$ cat src/rtl/inst_fetch.sv
// Instruction fetch stage: fetches the word at pc over a req/gnt/rvalid
// handshake and hands it to decode with valid/ready, stalling the PC stage.
module inst_fetch #(
  parameter logic [31:0] NOP_INST = 32'h0000_0013,
  parameter int unsigned TIMEOUT  = 16
) (
  input  logic        clk,
  input  logic        rst_n,
  input  logic [31:0] pc,
  input  logic        flush,
  output logic        imem_req,
  output logic [31:0] imem_addr,
  input  logic        imem_gnt,
  input  logic        imem_rvalid,
  input  logic [31:0] imem_rdata,
  output logic [31:0] inst,
  output logic [31:0] inst_pc,
  output logic        inst_valid,
  input  logic        id_ready,
  output logic [1:0]  fetch_err,
  output logic        stall
);

  localparam int unsigned CNT_W = (TIMEOUT > 2) ? $clog2(TIMEOUT) : 1;
  localparam logic [CNT_W-1:0] CNT_MAX = CNT_W'(TIMEOUT - 1);

  localparam logic [1:0] ERR_OK    = 2'b00;
  localparam logic [1:0] ERR_ALIGN = 2'b01;
  localparam logic [1:0] ERR_TMO   = 2'b10;

  typedef enum logic [2:0] {IDLE, REQ, WAIT, VALID, DRAIN} state_t;

  state_t           state;
  state_t           state_next;
  logic [CNT_W-1:0] cnt;
  logic [31:0]      fetch_addr;
  logic             aligned;
  logic             timed_out;

  assign aligned   = (pc[1:0] == 2'b00);
  assign timed_out = (cnt == CNT_MAX);
  assign imem_addr = pc;
  assign imem_req  = (state == REQ) && aligned;
  assign stall     = !((state == VALID) && id_ready && !flush);

  always_comb begin
    state_next = state;
    case (state)
      IDLE:  state_next = REQ;
      REQ: begin
        if (aligned && imem_gnt)  state_next = flush ? DRAIN : WAIT;
        else if (!aligned && !flush) state_next = VALID;
      end
      WAIT: begin
        if (flush)                          state_next = imem_rvalid ? REQ : DRAIN;
        else if (imem_rvalid || timed_out)  state_next = VALID;
      end
      VALID: if (flush || id_ready) state_next = REQ;
      // A flush here changes nothing: the outstanding response still has to be absorbed.
      DRAIN: if (imem_rvalid || timed_out) state_next = REQ;
      default: state_next = IDLE;
    endcase
  end

  always_ff @(posedge clk or negedge rst_n) begin
    if (!rst_n) state <= IDLE;
    else        state <= state_next;
  end

  // Cleared while requesting; keeps running across WAIT->DRAIN so a flush
  // never extends the overall wait for a lost response.
  always_ff @(posedge clk or negedge rst_n) begin
    if (!rst_n)                                          cnt <= '0;
    else if (state == REQ)                               cnt <= '0;
    else if ((state == WAIT || state == DRAIN) && !timed_out) cnt <= cnt + CNT_W'(1);
  end

  always_ff @(posedge clk or negedge rst_n) begin
    if (!rst_n) begin
      inst       <= NOP_INST;
      inst_pc    <= '0;
      fetch_err  <= ERR_OK;
      fetch_addr <= '0;
      inst_valid <= 1'b0;
    end else begin
      inst_valid <= (state_next == VALID);
      case (state)
        REQ: begin
          if (aligned) begin
            if (imem_gnt) fetch_addr <= pc;
          end else if (!flush) begin
            inst      <= NOP_INST;
            inst_pc   <= pc;
            fetch_err <= ERR_ALIGN;
          end
        end
        WAIT: begin
          if (!flush) begin
            if (imem_rvalid) begin
              inst      <= imem_rdata;
              inst_pc   <= fetch_addr;
              fetch_err <= ERR_OK;
            end else if (timed_out) begin
              inst      <= NOP_INST;
              inst_pc   <= fetch_addr;
              fetch_err <= ERR_TMO;
            end
          end
        end
        default: ;
      endcase
    end
  end

endmodule

$ cat config.mk
export PLATFORM = sky130hd
export DESIGN_NAME = inst_fetch
export DESIGN_NICKNAME = d
export VERILOG_FILES = /design/src/rtl/inst_fetch.sv
export SDC_FILE = /design/constraint.sdc
export NUM_CORES = 1
export LEC_CHECK = 0
export ABC_AREA = 1
export CAP_MARGIN = 20
export CELL_PAD_IN_SITES_DETAIL_PLACEMENT = 2
export CELL_PAD_IN_SITES_GLOBAL_PLACEMENT = 2
export CORE_ASPECT_RATIO = 1.4
export CORE_MARGIN = 8
export CORE_UTILIZATION = 27
export DETAILED_ROUTE_END_ITERATION = 8
export GPL_TIMING_DRIVEN = 0
export PLACE_DENSITY_LB_ADDON = 0.1
export SYNTH_ARGS = -nofsm -noshare
export SYNTH_HDL_FRONTEND = slang
export SYNTH_SLANG_ARGS = --single-unit
$ cat constraint.sdc
create_clock -name clk -period 4.1 [get_ports clk]
set_input_delay 0.615 -clock clk [delete_from_list [all_inputs] [get_ports clk]]
set_output_delay 0.615 -clock clk [all_outputs]
set_load 0.05 [all_outputs]
### Yosys cells after proc, flatten, opt, wreduce, memory -nomap -nowiden

Index checks and enable logic that the tools add are counted.

* add/sub/neg operators: 1
* equality and inequality tests: 10
* muxes and demuxes: 29
* reduce and logical (&&, ||, !) cells: 19

Operators with widths (number)
* $mux 32: 10
* $pmux 32 s2: 2
* $mux 3: 8
* $pmux 3 s5: 1
* $mux 2: 5
* $eq 3x2->1 const B: 3
* $mux 4: 2
* $logic_and 1x1->1: 6
* $ne 2x2->1 const B: 3
* $reduce_and 5->1: 1
* $add 4x1->4 const B: 1
* $eq 4x4->1 const B: 1
* $logic_not 1->1: 4
* $pmux 2 s2: 1
* $reduce_bool 2->1: 2
* $eq 3x1->1 const B: 1
* $eq 3x3->1 const B: 1
* $logic_not 3->1: 1
* $logic_or 1x1->1: 3
* $ne 3x3->1 const B: 1
* $reduce_and 3->1: 1
* $logic_not 2->1: 1

* flip-flop bits (word level): 106
* input port bits: 70
* output and inout port bits: 101
* logic and storage cells: 66

### Logic depth before layout (Yosys ltp)

Gate-level depths: netlist (run 1).

* word-level depth: 7
* gate-level depth with buffers: 10

### Worst setup path after synthesis (run 1)

Ideal clock, no wire load.

* path type: input to register
* start point: input port pc[0]
* end point: register fetch_err[0]
* library setup time: 66 ps
* arrival time: 2139 ps
* required time: 4034 ps
* slack: 1895 ps
* stages on the path: 9
* path buffers: 2
* cells stage by stage: nor2_1 -> inv_1 -> nor2_1 -> nor2_1 -> nand3_2 -> buf_6 -> buf_2 -> nand2_1 -> nand2_1

* word-level cells in the longest chain between the ends: 3

RTL lines
* start: declaration: RTL line 9 `input logic [31:0] pc,`
* $logic_not 2->1: RTL line 40 `assign aligned = (pc[1:0] == 2'b00);`
* $ne 2x2->1 (no line)
* $reduce_and 5->1 (no line)
* end signal: assignment: RTL line 82 `fetch_err <= ERR_OK;`
* end signal: assignment: RTL line 94 `fetch_err <= ERR_ALIGN;`
* end signal: assignment: RTL line 102 `fetch_err <= ERR_OK;`
* end: declaration: RTL line 20 `output logic [1:0] fetch_err,`

Every way passes these cells.
A chain may end at the register's enable or synchronous reset.

### Final worst setup path (run 1)

* start point: input port pc[0]
* end point: output port imem_req

* word-level cells in the longest chain between the ends: 2

RTL lines
* $logic_not 2->1: RTL line 40
* $logic_and 1x1->1: RTL line 43 `assign imem_req = (state == REQ) && aligned;`
* end: declaration: RTL line 11 `output logic imem_req,`

Every way passes these cells.

==> results of run 1 <==
-- per-stage QoR --
stage,instance area (sq um),worst slack [ns],setup TNS [ns]
6_report,7592,0.8823,0
5_1_grt,7592,0.7980,0
4_1_cts,7590,0.8243,0
3_5_place_dp,7278,0.8252,0
3_3_place_gp,7249,-2.049,-211.77
2_1_floorplan,5238,1.895,0
-- report_power, final --
part           internal (uW)  total [uW]  switching, uW
Combinational            656        2040           1380
Clock                    498         919            421
Sequential              1380        1550            170
Total                   2540        4510           1970
-- critical path: stages --
cell and delay (ns):
sky130_fd_sc_hd__clkdlybuf4s50_1 0.46, sky130_fd_sc_hd__nor2_1 0.38, sky130_fd_sc_hd__inv_1 0.11, sky130_fd_sc_hd__nor2_1 0.19
sky130_fd_sc_hd__clkdlybuf4s50_1 0.84
-- per-layer routing --
layer	share of wire (%)	vias up
met5	0	-
met2	54	118
met3	5.1	15
met1	39	2551
met4	1.6	0
li1	-	2449
-- flip-flops by register name, indices dropped and copies added, names as in the netlist --
register	cells
fetch_addr	32
inst	32
inst_pc	32
cnt	4
state	3
fetch_err	2
inst_valid	1
-- path summary, 6_finish.rpt --
check	start	to	slack, ns
hold / removal	rst_n	inst[3]	0.11
max in group asynchronous	rst_n	inst_pc[7]	3.26
setup / recovery	pc[0]	imem_req	0.88
setup reg to reg	state[0]	fetch_addr[18]	2.21
hold reg to reg	inst[1]	inst[1]	0.47
min in group clk	inst[1]	inst[1]	0.47
-- cell type report --
class	instances	area (sq um)	share of cell area, %
Antenna cell	1	2.502	0.03296
Buffer	72	470.5	6.196
Clock buffer	10	239.0	3.148
Clock inverter	6	72.57	0.9558
Inverter	43	161.4	2.126
Multi-Input combinational cell	457	1949	25.68
Sequential cell	106	2656	34.99
Tap cell	248	310.3	4.087
Timing Repair Buffer	171	1730	22.79
-- cells in the mapped netlist --
cell type / n / area share (%)
sky130_fd_sc_hd__a21oi_1: 1 / 0.095
sky130_fd_sc_hd__buf_1: 1 / 0.072
sky130_fd_sc_hd__buf_2: 19 / 1.8
sky130_fd_sc_hd__buf_4: 33 / 4.7
sky130_fd_sc_hd__buf_6: 7 / 1.5
sky130_fd_sc_hd__clkbuf_1: 12 / 0.86
sky130_fd_sc_hd__dfrtp_1: 103 / 49
sky130_fd_sc_hd__dfstp_2: 3 / 1.5
sky130_fd_sc_hd__ha_1: 1 / 0.24
sky130_fd_sc_hd__inv_1: 38 / 2.7
sky130_fd_sc_hd__inv_2: 5 / 0.36
sky130_fd_sc_hd__nand2_1: 263 / 19
sky130_fd_sc_hd__nand2_2: 2 / 0.24
sky130_fd_sc_hd__nand3_1: 71 / 6.8
sky130_fd_sc_hd__nand3_2: 2 / 0.38
sky130_fd_sc_hd__nand3_4: 1 / 0.33
sky130_fd_sc_hd__nand3b_1: 1 / 0.14
sky130_fd_sc_hd__nand4_1: 1 / 0.12
sky130_fd_sc_hd__nor2_1: 49 / 3.5
sky130_fd_sc_hd__nor2_2: 1 / 0.12
sky130_fd_sc_hd__nor2_4: 1 / 0.21
sky130_fd_sc_hd__o211ai_1: 1 / 0.14
sky130_fd_sc_hd__o21ai_0: 60 / 5.7
sky130_fd_sc_hd__o21bai_1: 1 / 0.14
sky130_fd_sc_hd__xor2_1: 1 / 0.17
-- kinds of logic after synthesis --
group,Yosys count
and+or+nand+nor,392
xor gates and xnor gates,1
AOI/OAI and AO/OA,63
adders and majority gates,1
DFF,106
buffers and inverters,115
==> run_summary.xml, run 1 <==
<?xml version="1.0" encoding="UTF-8"?>
<metrics>
  <group name="outcome">
    <metric name="status" unit="">finished, final reports clean</metric>
  </group>
  <group name="worst_setup_path">
    <metric name="critPathMaxFanout" unit="">3</metric>
    <metric name="r2r_cell_count" unit="">6</metric>
    <metric name="worst_setup_end_kind" unit="">output port</metric>
    <metric name="setup.worst_path.start_class" unit="">primary input</metric>
    <metric name="critical_path_arrival" unit="ns">2.60</metric>
    <metric name="critPathRequiredTime" unit="ns">3.48</metric>
    <metric name="crit_type" unit="">in2out</metric>
  </group>
  <group name="synthesis">
    <metric name="synth_area_per_cell" unit="sq um">7.725</metric>
    <metric name="synth_sequential_area_ratio" unit="%">50.72</metric>
    <metric name="yosys.area_share.adder" unit="%">0.2389</metric>
    <metric name="yosys.cell_types.count" unit="">25</metric>
    <metric name="synth_nets" unit="">749</metric>
    <metric name="synth.area.mux_share" unit="%">0</metric>
    <metric name="synth_seq_cells" unit="">106</metric>
    <metric name="synth_simple_gate_area_share" unit="%">30.70</metric>
    <metric name="mappedNetlistArea" unit="sq um">5238</metric>
    <metric name="synthXorXnorAreaFrac" unit="%">0.1672</metric>
    <metric name="combinational_family_with_the_most_area_after_synthesis" unit="">simple AND/OR/NAND/NOR gates</metric>
    <metric name="count_of_warnings_emitted_by_yosys" unit="">0</metric>
    <metric name="synth_cells" unit="">678</metric>
    <metric name="synth_compound_area_share" unit="%">6.116</metric>
  </group>
  <group name="grt">
    <metric name="use_met3" unit="%">3.581</metric>
    <metric name="antenna_violations_before_repair" unit="">1</metric>
    <metric name="grt.met1_usage" unit="%">18.02</metric>
    <metric name="remaining_global_route_overflow" unit="">0</metric>
    <metric name="groute.layer.met2.usage" unit="%">31.83</metric>
    <metric name="first_global_vias" unit="">5964</metric>
    <metric name="first_pass_grt_wire_length" unit="microns">32370</metric>
    <metric name="track_usage" unit="%">16.82</metric>
    <metric name="grt_max_degree" unit="">83</metric>
    <metric name="grt_busiest_layer" unit="">met2</metric>
  </group>
  <group name="clock_tree">
    <metric name="ctsHoldBuffers" unit="">0</metric>
    <metric name="worst_setup_hold_path_clk_slew" unit="ns">0.08</metric>
    <metric name="cts_resized" unit="">0</metric>
    <metric name="clk_path_buf_depth" unit="">2</metric>
    <metric name="postCtsSetupRepairBufs" unit="">0</metric>
    <metric name="clk-insertion-delay-late" unit="ns">0.35</metric>
    <metric name="clock_sinks" unit="">106</metric>
    <metric name="clock_root_buffer" unit="">sky130_fd_sc_hd__clkbuf_16</metric>
    <metric name="tritoncts.num_buffers" unit="">9</metric>
    <metric name="cts_tree" unit="">done</metric>
    <metric name="cts.htree.levels" unit="">3</metric>
  </group>
  <group name="min_path">
    <metric name="worst_hold_path_type" unit="">in2async</metric>
  </group>
  <group name="sta">
    <metric name="rsz_0062_raised_after_global_routing" unit="">no</metric>
    <metric name="layout_min_cycle_time" unit="ns">3.218</metric>
    <metric name="worst_slew_margin_rel" unit="%">60.93</metric>
    <metric name="worst_pin_slew" unit="ns">0.5861</metric>
    <metric name="setup-violations-final" unit="">0</metric>
    <metric name="fin_worst_skew" unit="ns">0.01384</metric>
    <metric name="finalCritPeriodShare" unit="%">78.48</metric>
    <metric name="report.final.slew_viol_count" unit="">0</metric>
    <metric name="report.final.hold_viol_count" unit="">0</metric>
    <metric name="fin_hold_ws" unit="ns">0.1122</metric>
    <metric name="timing.fmax" unit="GHz">0.3108</metric>
  </group>
  <group name="placed_design">
    <metric name="place.gp.congestion" unit="">0.7843</metric>
    <metric name="placement.io_buffers" unit="">170</metric>
    <metric name="place_hpwl" unit="microns">15290</metric>
    <metric name="placed_cells" unit="">1097</metric>
  </group>
  <group name="cells_and_area">
    <metric name="finalNonFillerCells" unit="">1114</metric>
    <metric name="nets" unit="">931</metric>
    <metric name="leading_cell_type_in_the_layout_fill_and_taps_excluded" unit="">sky130_fd_sc_hd__nand2_1</metric>
    <metric name="layout.core_utilization" unit="%">39.66</metric>
    <metric name="area_growth" unit="%">44.96</metric>
    <metric name="highest_count_cells_in_the_layout_ignoring_fill_and_taps" unit="">263 x sky130_fd_sc_hd__nand2_1, 169 x sky130_fd_sc_hd__clkdlybuf4s50_1, 103 x sky130_fd_sc_hd__dfrtp_1</metric>
    <metric name="post_route_cells_drive_above_1_share" unit="%">10.64</metric>
    <metric name="layout.filler_cells" unit="">2220</metric>
  </group>
  <group name="floorplanning">
    <metric name="top_level_ports" unit="">171</metric>
    <metric name="floorplan.die.width" unit="microns">133.7</metric>
    <metric name="placementRows" unit="">60</metric>
    <metric name="die_h" unit="microns">180.8</metric>
    <metric name="initial_cell_density_of_the_core" unit="%">27.36</metric>
    <metric name="core_region_area" unit="sq um">19140</metric>
    <metric name="floorplan.die_area" unit="sq um">24170</metric>
  </group>
  <group name="power_and_ir_drop">
    <metric name="ir_worst_vdd" unit="mV">0.3104</metric>
    <metric name="cellPowerDensity" unit="nW/um^2">594.4</metric>
    <metric name="p_total" unit="uW">4513</metric>
    <metric name="p_leak" unit="uW">0.003688</metric>
  </group>
  <group name="routing">
    <metric name="detail_route.wirelength" unit="microns">19720</metric>
    <metric name="drcViolationCount" unit="">0</metric>
    <metric name="route.detailed.wl_per_inst" unit="microns">17.70</metric>
    <metric name="ant_nets" unit="">0</metric>
    <metric name="detail_route.first_pass.iterations" unit="">4</metric>
    <metric name="drt-initial-drc-count" unit="">130</metric>
    <metric name="route.detailed.vias_per_inst" unit="">4.608</metric>
    <metric name="dr_vias" unit="">5133</metric>
  </group>
  <group name="flow_run">
    <metric name="reported_max_cap_violation_count" unit="">0</metric>
  </group>
</metrics>
Note: power is estimated with default switching activity, not from simulation.
==> run 2: changes to the inputs <==
--- a/config.mk
+++ b/config.mk
@@ -11,7 +11,7 @@
 export CELL_PAD_IN_SITES_GLOBAL_PLACEMENT = 2
 export CORE_ASPECT_RATIO = 1.4
 export CORE_MARGIN = 8
-export CORE_UTILIZATION = 27
+export CORE_UTILIZATION = 23
 export DETAILED_ROUTE_END_ITERATION = 8
 export GPL_TIMING_DRIVEN = 0
 export PLACE_DENSITY_LB_ADDON = 0.1
==> constraint.sdc (replaced) <==
create_clock -name clk -period 2.9 [get_ports clk]
set_input_delay 0.435 -clock clk [delete_from_list [all_inputs] [get_ports clk]]
set_output_delay 0.435 -clock clk [all_outputs]
set_load 0.05 [all_outputs]
==> run_summary.xml, run 2 (same netlist as run 1, synthesis figures left out) <==
<?xml version="1.0" encoding="UTF-8"?>
<metrics>
  <group name="cells_and_area">
    <metric name="post_route_cells_drive_above_1_share" unit="%">10.52</metric>
    <metric name="finalNonFillerCells" unit="">1166</metric>
    <metric name="registers_with_the_most_flip_flops" unit="">fetch_addr (32), inst (32), inst_pc (32)</metric>
    <metric name="area_growth" unit="%">46.46</metric>
    <metric name="layout.filler_cells" unit="">2567</metric>
    <metric name="nets" unit="">931</metric>
    <metric name="leading_cell_type_in_the_layout_fill_and_taps_excluded" unit="">sky130_fd_sc_hd__nand2_1</metric>
    <metric name="highest_count_cells_in_the_layout_ignoring_fill_and_taps" unit="">263 x sky130_fd_sc_hd__nand2_1, 168 x sky130_fd_sc_hd__clkdlybuf4s50_1, 103 x sky130_fd_sc_hd__dfrtp_1</metric>
    <metric name="antenna_cells" unit="">0</metric>
  </group>
  <group name="sta">
    <metric name="setup-violations-final" unit="">0</metric>
    <metric name="worst_slew_margin_rel" unit="%">57.51</metric>
    <metric name="layout_min_cycle_time" unit="ns">2.529</metric>
    <metric name="report.final.hold_viol_count" unit="">0</metric>
    <metric name="worst_pin_slew" unit="ns">0.6373</metric>
    <metric name="report.final.slew_viol_count" unit="">0</metric>
    <metric name="final_critical_path_setup_slack" unit="ns">0.3710</metric>
    <metric name="fin_worst_skew" unit="ns">0.01659</metric>
    <metric name="timing.fmax" unit="GHz">0.3954</metric>
    <metric name="finalCritPeriodShare" unit="%">87.21</metric>
    <metric name="rsz_0062_raised_after_global_routing" unit="">no</metric>
  </group>
  <group name="routing">
    <metric name="route.detailed.wl_per_inst" unit="microns">17.39</metric>
    <metric name="drcViolationCount" unit="">0</metric>
    <metric name="ant_nets" unit="">0</metric>
    <metric name="detail_route.wirelength" unit="microns">20280</metric>
    <metric name="detail_route.first_pass.iterations" unit="">4</metric>
    <metric name="route.detailed.vias_per_inst" unit="">4.425</metric>
    <metric name="dr_vias" unit="">5159</metric>
    <metric name="drt-initial-drc-count" unit="">170</metric>
  </group>
  <group name="clock_tree">
    <metric name="clock_root_buffer" unit="">sky130_fd_sc_hd__clkbuf_16</metric>
    <metric name="postCtsSetupRepairBufs" unit="">0</metric>
    <metric name="cts_resized" unit="">1</metric>
    <metric name="clk_path_buf_depth" unit="">2</metric>
    <metric name="worst_setup_hold_path_clk_slew" unit="ns">0.07</metric>
    <metric name="clk-insertion-delay-late" unit="ns">0.36</metric>
    <metric name="cts_tree" unit="">done</metric>
    <metric name="clock_sinks" unit="">106</metric>
    <metric name="cts.htree.levels" unit="">3</metric>
    <metric name="tritoncts.num_buffers" unit="">9</metric>
    <metric name="ctsHoldBuffers" unit="">0</metric>
  </group>
  <group name="floorplanning">
    <metric name="placementRows" unit="">65</metric>
    <metric name="initial_cell_density_of_the_core" unit="%">23.33</metric>
    <metric name="top_level_ports" unit="">171</metric>
    <metric name="floorplan.die_area" unit="sq um">27920</metric>
    <metric name="die_h" unit="microns">194.6</metric>
    <metric name="core_region_area" unit="sq um">22450</metric>
    <metric name="floorplan.die.width" unit="microns">143.5</metric>
  </group>
  <group name="worst_setup_path">
    <metric name="setup.worst_path.start_class" unit="">primary input</metric>
    <metric name="critPathRequiredTime" unit="ns">2.47</metric>
    <metric name="r2r_cell_count" unit="">9</metric>
    <metric name="timing.rr.end" unit="">inst[17]</metric>
    <metric name="crit_type" unit="">in2out</metric>
    <metric name="worst_setup_end_kind" unit="">output port</metric>
    <metric name="worstReg2RegStart" unit="">state[1]</metric>
    <metric name="critical_path_arrival" unit="ns">2.09</metric>
    <metric name="r2r_setup_slack" unit="ns">1.05</metric>
    <metric name="critPathMaxFanout" unit="">3</metric>
  </group>
  <group name="power_and_ir_drop">
    <metric name="p_leak" unit="uW">0.003698</metric>
    <metric name="cellPowerDensity" unit="nW/um^2">842.8</metric>
    <metric name="ir_worst_vdd" unit="mV">0.3649</metric>
  </group>
  <group name="placed_design">
    <metric name="placement.io_buffers" unit="">170</metric>
    <metric name="place_hpwl" unit="microns">15660</metric>
    <metric name="placed_cells" unit="">1150</metric>
    <metric name="post-place-ws" unit="ns">-0.01544</metric>
    <metric name="place.gp.congestion" unit="">0.7727</metric>
  </group>
  <group name="min_path">
    <metric name="worst_hold_path_type" unit="">in2async</metric>
  </group>
  <group name="flow_run">
    <metric name="reported_max_cap_violation_count" unit="">0</metric>
  </group>
  <group name="grt">
    <metric name="remaining_global_route_overflow" unit="">0</metric>
    <metric name="first_global_vias" unit="">6084</metric>
    <metric name="grt_max_degree" unit="">59</metric>
    <metric name="track_usage" unit="%">15.07</metric>
    <metric name="antenna_violations_before_repair" unit="">0</metric>
    <metric name="first_pass_grt_wire_length" unit="microns">33020</metric>
  </group>
  <group name="outcome">
    <metric name="status" unit="">finished, final reports clean</metric>
  </group>
</metrics>
run 2: cell types whose count changed in the layout (fill, tap and decap cells not counted), sizes merged:
cell,change
bufinv,+1
clkbuf,+1
clkdlybuf4s50,-1
clkinv,-1
diode,-1
dlygate4sd2,+1
inv,-1
run 2: power by group:
part	leakage (uW)	total (uW)	switching, uW	internal (uW)
logic	0.00219	2890	1960	927
registers	0.00135	2200	237	1960
clock network	0.000156	1380	597	787
total	0.00370	6470	2790	3670
run 2: layer usage:
| layer | part of all wire [%] | routed length [microns] | vias to the layer above | track usage, % |
|---|---|---|---|---|
| li1 | - | - | 2447 | - |
| met2 | 53 | 10790 | 116 | 28.15 |
| met1 | 39 | 7890 | 2576 | 15.85 |
| met5 | 0 | 0 | - | 0 |
| met4 | 2.4 | 482 | 0 | 5.705 |
| met3 | 5.5 | 1120 | 20 | 3.385 |
run 2: worst max-delay path, cell delays in order:
cell and delay (ns):
sky130_fd_sc_hd__clkdlybuf4s50_1 0.45, sky130_fd_sc_hd__nor2_1 0.35, sky130_fd_sc_hd__inv_1 0.10, sky130_fd_sc_hd__nor2_1 0.20, sky130_fd_sc_hd__dlygate4sd2_1 0.56
run 2: area by class of cell:
cell class              instances  area, sq um  area share [%]
repair buffers                171         1729           22.54
clock buffers                  11        242.7           3.164
well taps                     301        376.6           4.909
inverters                      43        161.4           2.104
plain buffers                  72        470.5           6.133
clock inverters                 5        85.08           1.109
multi-input cells             457         1949           25.41
flip-flops and latches        106         2656           34.63
run 2: stage by stage:
step	power [uW]	hold WS (ns)	util [%]	TNS, ns	area, sq um
final	6466	0.03075	34.18	0	7671
after global placement	5077	0.4554	32.59	-329.97	7316
after detailed placement	5181	0.4355	32.72	-0.01544	7345
after global routing	6856	0.05847	34.18	0	7671
after CTS	6608	0.04635	34.18	0	7671
after floorplan	4013	0.1394	-	0	5238
run 2: how the worst max path moves through the flow:
stage | endpoint | slack [ns] | from
finish | imem_req | 0.37 | pc[0]
global route | imem_req | 0.23 | pc[0]
CTS | imem_req | 0.28 | pc[0]
detailed placement | imem_req | -0.02 | pc[0]
global placement | inst_pc[21] | -3.17 | rst_n
floorplan | fetch_err[0] | 0.86 | state[1]
==> run 3: changes to the inputs <==
--- a/config.mk
+++ b/config.mk
@@ -12,9 +12,11 @@
 export CORE_ASPECT_RATIO = 1.4
 export CORE_MARGIN = 8
 export CORE_UTILIZATION = 23
+export CTS_BUF_LIST = sky130_fd_sc_hd__clkbuf_16
 export DETAILED_ROUTE_END_ITERATION = 8
 export GPL_TIMING_DRIVEN = 0
 export PLACE_DENSITY_LB_ADDON = 0.1
 export SYNTH_ARGS = -nofsm -noshare
 export SYNTH_HDL_FRONTEND = slang
 export SYNTH_SLANG_ARGS = --single-unit
+export TNS_END_PERCENT = 50
==> run_summary.xml, run 3 (same netlist as run 1, synthesis figures left out) <==
<?xml version="1.0" encoding="UTF-8"?>
<metrics>
  <group name="clock_tree">
    <metric name="cts_tree" unit="">done</metric>
    <metric name="clock_root_buffer" unit="">sky130_fd_sc_hd__clkbuf_16</metric>
    <metric name="clk_path_buf_depth" unit="">2</metric>
    <metric name="worst_setup_hold_path_clk_slew" unit="ns">0.07</metric>
    <metric name="tritoncts.num_buffers" unit="">9</metric>
    <metric name="cts.htree.levels" unit="">3</metric>
    <metric name="clock_sinks" unit="">106</metric>
    <metric name="clk-insertion-delay-late" unit="ns">0.36</metric>
  </group>
  <group name="grt">
    <metric name="track_usage" unit="%">15.07</metric>
    <metric name="antenna_violations_before_repair" unit="">0</metric>
    <metric name="first_global_vias" unit="">6088</metric>
    <metric name="grt_max_degree" unit="">59</metric>
    <metric name="first_pass_grt_wire_length" unit="microns">33040</metric>
    <metric name="remaining_global_route_overflow" unit="">0</metric>
  </group>
  <group name="worst_setup_path">
    <metric name="slowest_delay" unit="ns">0.56</metric>
    <metric name="slowest_stage" unit="">sky130_fd_sc_hd__dlygate4sd2_1</metric>
    <metric name="critical_path_arrival" unit="ns">2.10</metric>
    <metric name="critPathMaxFanout" unit="">3</metric>
    <metric name="critical-path-top-cell-by-count" unit="">sky130_fd_sc_hd__nor2_1</metric>
    <metric name="crit_path_cell_trace" unit="">clkdlybuf4s50_1, nor2_1, inv_1, nor2_1, dlygate4sd2_1</metric>
    <metric name="worst_setup_end_kind" unit="">output port</metric>
    <metric name="critPathRequiredTime" unit="ns">2.47</metric>
    <metric name="crit_type" unit="">in2out</metric>
    <metric name="setup.worst_path.start_class" unit="">primary input</metric>
  </group>
  <group name="floorplanning">
    <metric name="floorplan.die_area" unit="sq um">27920</metric>
    <metric name="initial_cell_density_of_the_core" unit="%">23.33</metric>
    <metric name="placementRows" unit="">65</metric>
    <metric name="die_h" unit="microns">194.6</metric>
    <metric name="floorplan.die.width" unit="microns">143.5</metric>
    <metric name="core_region_area" unit="sq um">22450</metric>
    <metric name="top_level_ports" unit="">171</metric>
  </group>
  <group name="power_and_ir_drop">
    <metric name="power.internal" unit="uW">3642</metric>
    <metric name="combinational_power_share" unit="%">44.9</metric>
    <metric name="sw_frac_of_total" unit="%">43.38</metric>
    <metric name="power.clock.fraction" unit="%">21.0</metric>
    <metric name="p_leak" unit="uW">0.003697</metric>
    <metric name="ir_worst_vdd" unit="mV">0.3648</metric>
    <metric name="cellPowerDensity" unit="nW/um^2">839.7</metric>
    <metric name="power_switching" unit="uW">2791</metric>
    <metric name="pwr-share-seq" unit="%">34.1</metric>
  </group>
  <group name="sta">
    <metric name="fin_worst_skew" unit="ns">0.01534</metric>
    <metric name="report.final.hold_viol_count" unit="">0</metric>
    <metric name="report.final.slew_viol_count" unit="">0</metric>
    <metric name="worst_pin_slew" unit="ns">0.6685</metric>
    <metric name="fin_hold_ws" unit="ns">0.03270</metric>
    <metric name="setup-violations-final" unit="">0</metric>
    <metric name="worst_slew_margin_rel" unit="%">55.43</metric>
    <metric name="timing.fmax" unit="GHz">0.3950</metric>
    <metric name="finalCritPeriodShare" unit="%">87.30</metric>
    <metric name="rsz_0062_raised_after_global_routing" unit="">no</metric>
    <metric name="layout_min_cycle_time" unit="ns">2.532</metric>
  </group>
  <group name="cells_and_area">
    <metric name="layout.filler_cells" unit="">2565</metric>
    <metric name="registers_with_the_most_flip_flops" unit="">fetch_addr (32), inst (32), inst_pc (32)</metric>
    <metric name="antenna_cells" unit="">0</metric>
    <metric name="area_growth" unit="%">46.27</metric>
    <metric name="layout.core_utilization" unit="%">34.13</metric>
    <metric name="leading_cell_type_in_the_layout_fill_and_taps_excluded" unit="">sky130_fd_sc_hd__nand2_1</metric>
    <metric name="highest_count_cells_in_the_layout_ignoring_fill_and_taps" unit="">263 x sky130_fd_sc_hd__nand2_1, 168 x sky130_fd_sc_hd__clkdlybuf4s50_1, 103 x sky130_fd_sc_hd__dfrtp_1</metric>
    <metric name="post_route_cells_drive_above_1_share" unit="%">10.40</metric>
    <metric name="nets" unit="">931</metric>
  </group>
  <group name="routing">
    <metric name="route.detailed.wl_per_inst" unit="microns">17.41</metric>
    <metric name="drcViolationCount" unit="">0</metric>
    <metric name="ant_nets" unit="">0</metric>
    <metric name="route.detailed.vias_per_inst" unit="">4.414</metric>
    <metric name="dr_vias" unit="">5147</metric>
    <metric name="drt-initial-drc-count" unit="">169</metric>
    <metric name="detail_route.first_pass.iterations" unit="">4</metric>
    <metric name="detail_route.wirelength" unit="microns">20300</metric>
  </group>
  <group name="placed_design">
    <metric name="place_hpwl" unit="microns">15660</metric>
    <metric name="place.gp.congestion" unit="">0.7727</metric>
    <metric name="placement.io_buffers" unit="">170</metric>
  </group>
  <group name="outcome">
    <metric name="status" unit="">finished, final reports clean</metric>
  </group>
  <group name="flow_run">
    <metric name="reported_max_cap_violation_count" unit="">0</metric>
  </group>
  <group name="min_path">
    <metric name="worst_hold_path_type" unit="">in2async</metric>
  </group>
</metrics>
==> run 3: changes by cell type in the layout (fill, tap and decap cells not counted) <==
cell	previous run	this run
sky130_fd_sc_hd__inv_1	38	39
sky130_fd_sc_hd__clkbuf_8	1	0
sky130_fd_sc_hd__clkinv_1	0	1
sky130_fd_sc_hd__clkbuf_1	13	12
==> run 3: routing by layer <==
metal	up-vias	routed length, microns	global-route usage [%]
met5	-	0	0
li1	2447	-	-
met3	20	1123	3.385
met2	116	10830	28.15
met1	2564	7873	15.87
met4	0	479	5.705
==> run 3: stage by stage <==
step	total power, uW	TNS [ns]	cell area (sq um)	setup slack [ns]	instances
2_1_floorplan	4013	0	5238	0.8605	678
3_3_place_gp	5077	-329.97	7316	-3.166	1149
3_5_place_dp	5181	-0.01544	7345	-0.01544	1150
4_1_cts	6577	0	7661	0.2785	1166
5_1_grt	6826	0	7661	0.2345	1166
6_report	6433	0	7661	0.3682	1166
==> run 3: cell type report <==
type,count,area (sq um),share of cell area (%)
well taps,301,376.6,4.916
flip-flops and latches,106,2656,34.67
clock buffers,9,225.2,2.940
inverters,43,161.4,2.107
clock inverters,7,92.59,1.209
multi-input cells,457,1949,25.45
repair buffers,171,1729,22.57
plain buffers,72,470.5,6.141
==> run 3: worst paths after layout <==
check | startpoint | to | slack (ns) | depth (start not counted)
setup / recovery | pc[0] | imem_req | 0.37 | 5
hold / removal | rst_n | inst[3] | 0.03 | 1
setup reg to reg | cnt[0] | inst[12] | 1.05 | 9
hold reg to reg | inst[0] | inst[0] | 0.47 | 2
max in group asynchronous | rst_n | fetch_addr[29] | 2.17 | 2
min in group clk | inst[0] | inst[0] | 0.47 | 2
==> run 3: power groups by stage <==
stage / Sequential (uW) / Combinational (uW) / Clock [uW]
2_1_floorplan: 3150 / 862 / 0
3_3_place_gp: 2220 / 2860 / 0
3_5_place_dp: 2240 / 2950 / 0
4_1_cts: 2210 / 2950 / 1410
5_1_grt: 2260 / 3110 / 1460
6_report: 2200 / 2890 / 1350
==> run 3: worst max-delay path, delay by kind of cell <==
| family | cells | cell delay [ns] |
|---|---|---|
| AND/OR/NAND/NOR | 2 | 0.55 |
| buffers and inverters | 3 | 1.11 |
==> run 3: what timing repair did <==
item	4_1_cts	5_1_grt
endpoints found under the setup margin	1	0
buffers inserted	0	0
hold buffers	0	0
gates resized for setup	1	0
